`src/rtl/uninasoc_irq_mapper.sv`:
```
`default_nettype none
// ----------------------------------------------------------------------------
// uninasoc_irq_mapper: routes platform interrupt sources onto PLIC lines via an
// elaboration-time table, with per-source level/edge mode and synchroniser.
// Revision: 1.0
// ----------------------------------------------------------------------------
module uninasoc_irq_mapper #(
  parameter int                   NUM_SRC     = 6,
  parameter int                   NUM_LINES   = 32,
  parameter logic [NUM_SRC*8-1:0] SRC_TO_LINE = 48'h06_05_04_03_02_01,
  parameter logic [NUM_SRC-1:0]   EDGE_MASK   = '0,
  parameter int                   SYNC_STAGES = 2
) (
  input  logic                 clock_i,
  input  logic                 reset_i,
  input  logic [NUM_SRC-1:0]   irq_src_i,
  input  logic [NUM_LINES-1:0] line_enable_i,
  input  logic [NUM_LINES-1:0] line_ack_i,
  output logic [NUM_LINES-1:0] plic_irq_o,
  output logic [NUM_SRC-1:0]   src_active_o,
  output logic [NUM_SRC-1:0]   src_missed_o
);

  function automatic bit table_ok();
    for (int i = 0; i < NUM_SRC; i++) begin
      if (int'(SRC_TO_LINE[8*i +: 8]) >= NUM_LINES) return 1'b0;
    end
    return 1'b1;
  endfunction

  if (NUM_SRC > 64 || NUM_SRC < 1) begin : g_chk_num_src
    $error("uninasoc_irq_mapper: NUM_SRC must be in 1..64");
  end
  if (SYNC_STAGES > 3 || SYNC_STAGES < 0) begin : g_chk_sync
    $error("uninasoc_irq_mapper: SYNC_STAGES must be in 0..3");
  end
  if (!table_ok()) begin : g_chk_table
    $error("uninasoc_irq_mapper: SRC_TO_LINE entry out of line range");
  end

  logic [NUM_SRC-1:0]   sync_out;
  logic [NUM_SRC-1:0]   prev_q;
  logic [NUM_SRC-1:0]   pending_q;
  logic [NUM_SRC-1:0]   missed_q;
  logic [NUM_SRC-1:0]   rise;
  logic [NUM_SRC-1:0]   clr;
  logic [NUM_SRC-1:0]   active;
  logic [NUM_LINES-1:0] line_or;
  logic [NUM_LINES-1:0] plic_q;

  if (SYNC_STAGES == 0) begin : g_nosync
    assign sync_out = irq_src_i;
  end else begin : g_sync
    logic [SYNC_STAGES-1:0][NUM_SRC-1:0] chain;

    always_ff @(posedge clock_i) begin
      if (reset_i) begin
        chain <= '0;
      end else begin
        chain[0] <= irq_src_i;
        for (int k = 1; k < SYNC_STAGES; k++) chain[k] <= chain[k-1];
      end
    end

    assign sync_out = chain[SYNC_STAGES-1];
  end

  // Ack on a line clears every edge source whose table entry names that line;
  // line 0 still collects unmapped sources here but is forced low below.
  always_comb begin
    rise    = sync_out & ~prev_q & EDGE_MASK;
    active  = (EDGE_MASK & pending_q) | (~EDGE_MASK & sync_out);
    clr     = '0;
    line_or = '0;
    for (int i = 0; i < NUM_SRC; i++) begin
      for (int l = 0; l < NUM_LINES; l++) begin
        if (int'(SRC_TO_LINE[8*i +: 8]) == l) begin
          clr[i]     = clr[i] | line_ack_i[l];
          line_or[l] = line_or[l] | active[i];
        end
      end
    end
    line_or[0] = 1'b0;
  end

  always_ff @(posedge clock_i) begin
    if (reset_i) begin
      prev_q    <= '0;
      pending_q <= '0;
      missed_q  <= '0;
      plic_q    <= '0;
    end else begin
      prev_q    <= sync_out;
      pending_q <= rise | (pending_q & ~clr);
      missed_q  <= (rise & pending_q) | (missed_q & ~clr);
      plic_q    <= line_or & line_enable_i;
    end
  end

  assign plic_irq_o   = plic_q;
  assign src_active_o = active;
  assign src_missed_o = missed_q;

endmodule
`default_nettype wire

```
`config.mk`:
```
export PLATFORM = sky130hd
export DESIGN_NAME = uninasoc_irq_mapper
export DESIGN_NICKNAME = d
export VERILOG_FILES = /design/src/rtl/uninasoc_irq_mapper.sv
export SDC_FILE = /design/constraint.sdc
export NUM_CORES = 1
export LEC_CHECK = 0
export CELL_PAD_IN_SITES_DETAIL_PLACEMENT = 1
export CELL_PAD_IN_SITES_GLOBAL_PLACEMENT = 1
export CORE_UTILIZATION = 16
export DETAILED_ROUTE_END_ITERATION = 7
export HOLD_SLACK_MARGIN = 0.12
export PLACE_DENSITY = 0.83
export SLEW_MARGIN = 20
export SYNTH_ARGS = -nofsm -noshare
export SYNTH_HDL_FRONTEND = slang
export SYNTH_SLANG_ARGS = --single-unit
```
`constraint.sdc`:
```
create_clock -name clock_i -period 0.8 [get_ports clock_i]
set_input_delay 0.16 -clock clock_i [delete_from_list [all_inputs] [get_ports clock_i]]
set_output_delay 0.16 -clock clock_i [all_outputs]
set_load 0.05 [all_outputs]
```
==> impl_metrics.yaml <==
clock_network:
  path_clk_slew_ps: 80
  ctsRootBufferMaster: "clkbuf_8"
  ctsHoldBuffers: 0
  numCtsBuffers: 3
  cts.sinks: 24
  clock_latency_ps: 260
  clk_path_buf_depth: 2
  ctsResizeCount: 13
  cts_tree: "done"
  cts_htree_levels: 1
  postCtsSetupRepairBufs: 0
timing:
  maxSlewViolCount: 0
  setup_viol: 18
  max_freq_mhz: 1076
  hold_slack_ps: 427.6
  rsz0062_at_grt: "true"
  fin_ws_ps: -129.8
  min_period_over_period: 1.162
  layout_min_cycle_time_ps: 929.8
  finalHoldViolCount: 0
  skew_ps: 1.061
global_routing:
  grt_pass1_vias: 576
  antenna_found_initial: 0
  grt_pass1_wl_um: 2732
  grt-ovfl-total: 0
  grt_max_degree: 15
  track_usage: 0.05951
setup_path:
  crit_chain: "buf_12"
  r2r-start: "src_missed_o[0]"
  crit_fanout: 2
  cpPeakStageDelay_ps: 360
  criticalPathCategory: "reg2out"
  r2r_slack_ps: 190
  crit_buf_inv: 1
  reg2regPathDepth: 1
  crit_required_ps: 640
  timing.rr.end: "src_missed_o[0]"
  cp_data_arrival_time_ps: 770
  critPathLaunchType: "flip-flop"
  endpoint_kind: "primary output"
  cp_slowest_cell: "dfxtp_4"
  crit_family: "flip-flops"
floorplan:
  dieWidth_um: 78.02
  initial_utilization: 0.1669
  die_area_um2: 6087
  row_count: 27
  ios: 116
  die_h_um: 78.02
  coreArea_um2: 5540
yosys:
  synth_area_um2: 924.6
  yosys_register_bits: 24
  synth_area_leaders: "dfxtp_1 52%, buf_4 26%, nor2b_1 8.1%"
  syn_area_per_cell_um2: 11.14
  yosysSeqAreaShare: 0.5196
  yosysTopAreaCell: "dfxtp_1"
  synth_top_area_frac: 0.5196
  synth_cell_type_count: 8
  yosys_warnings: 0
  synth_cells: 83
power_and_ir_drop:
  leakagePower_nw: 0.6366
  power_density_nw_per_um2: 1880
  vdd_drop_max_uv: 568.0
run_status:
  status: "complete, but fails checks"
  violations: "setup timing"
routing:
  vias_per_cell: 3.063
  dr.pass1.iters: 2
  post_drt_wl_per_cell_um: 9.291
  drt-total-wl_um: 1756
  antenna_left: 0
  vias: 579
  drc_errors: 0
  drtIter0Drc: 26
place:
  dp_cells: 185
  place.gp.congestion: 0.6482
  dp_slack_ps: -440.7
  numPortBuffers: 37
  hpwl_um: 1490
min_path:
  worstHoldStart: "line_ack_i[6]"
  min_path_type: "in2reg"
  min_to: "src_missed_o[5]"
  hold_depth: 2
run:
  maxCapViolCount: 0
final_layout:
  syn_to_final_growth_pct: 62.92
  drive_gt1_frac: 0.3675
  antenna_cells: 0
  nNetsFinal: 190
  nFillCells: 619
  final_cell_count_no_fill: 189
==> worst max-delay path by stage <==
stage                          from  cells after the start  slack [ps]              end
floorplan             plic_irq_o[1]                      0          50    plic_irq_o[1]
global placement            reset_i                      3        -340  src_missed_o[1]
detailed placement          reset_i                      3        -440  src_missed_o[4]
CTS                 src_missed_o[4]                      1        -140  src_missed_o[4]
global route        src_missed_o[1]                      1        -160  src_missed_o[1]
finish              src_missed_o[4]                      1        -130  src_missed_o[4]
==> Yosys cell counts <==
cell	count
buf_4	32
dfxtp_1	24
nor2b_1	12
and3b_1	6
nor3b_1	5
buf_6	2
conb_1	1
nor3b_2	1
==> logic make-up (layout without fill, tap and decap cells) <==
kind of cell,count (synthesis),in the layout,share of synthesized area
flops,24,24,0.5196
simple gates,24,24,0.1922
buf+inv,34,43,0.2842
other cells,1,26,0.004056
==> stage by stage <==
step           cell area, um2  setup TNS, ps    util  total power [mW]
2_1_floorplan            1026              0       -             1.747
3_3_place_gp             1419          -7193  0.2561             1.806
3_5_place_dp             1419          -9207  0.2561             1.814
4_1_cts                  1504          -2185  0.2715             2.856
5_1_grt                  1506          -2718  0.2719             2.955
6_report                 1506          -2031  0.2719             2.833
==> cell usage in the layout (no fill, tap or decap), drive strengths merged <==
master and n:
conb 26, dfxtp 24, buf 20, clkdlybuf4s50 18, nor2b 12, and3b 6, nor3b 6, clkbuf 3
bufinv 1, dlygate4sd2 1
==> area by class of cell <==
class / count / area, um2 / share of cell area
repair buffers: 39 / 564.3 / 0.3746
flip-flops and latches: 24 / 505.5 / 0.3355
clock buffers: 3 / 41.29 / 0.02741
well taps: 72 / 90.09 / 0.05980
clock inverters: 1 / 30.03 / 0.01993
multi-input cells: 50 / 275.3 / 0.1827
==> state kept, by name, summed over array words and instances, names as in the netlist <==
register      count
plic_irq_o        6
src_missed_o      6
g_sync.chain      6
src_active_o      6
==> layer usage <==
metal  track usage  routed length [um]  vias to the layer above
met2        0.1142                 932                       40
met5             0                   0                        -
met3       0.02442                 185                        3
li1              -                   -                      269
met1       0.05603                 616                      267
met4       0.02222                  21                        0
==> report_power, final <==
part / leakage [nW] / internal [mW] / total (mW) / switching [mW]
logic: 0.396 / 0.167 / 0.536 / 0.370
registers: 0.205 / 1.23 / 1.25 / 0.0188
clock network: 0.0357 / 0.668 / 1.05 / 0.383
No activity file was read; power rests on OpenSTA's default activity.
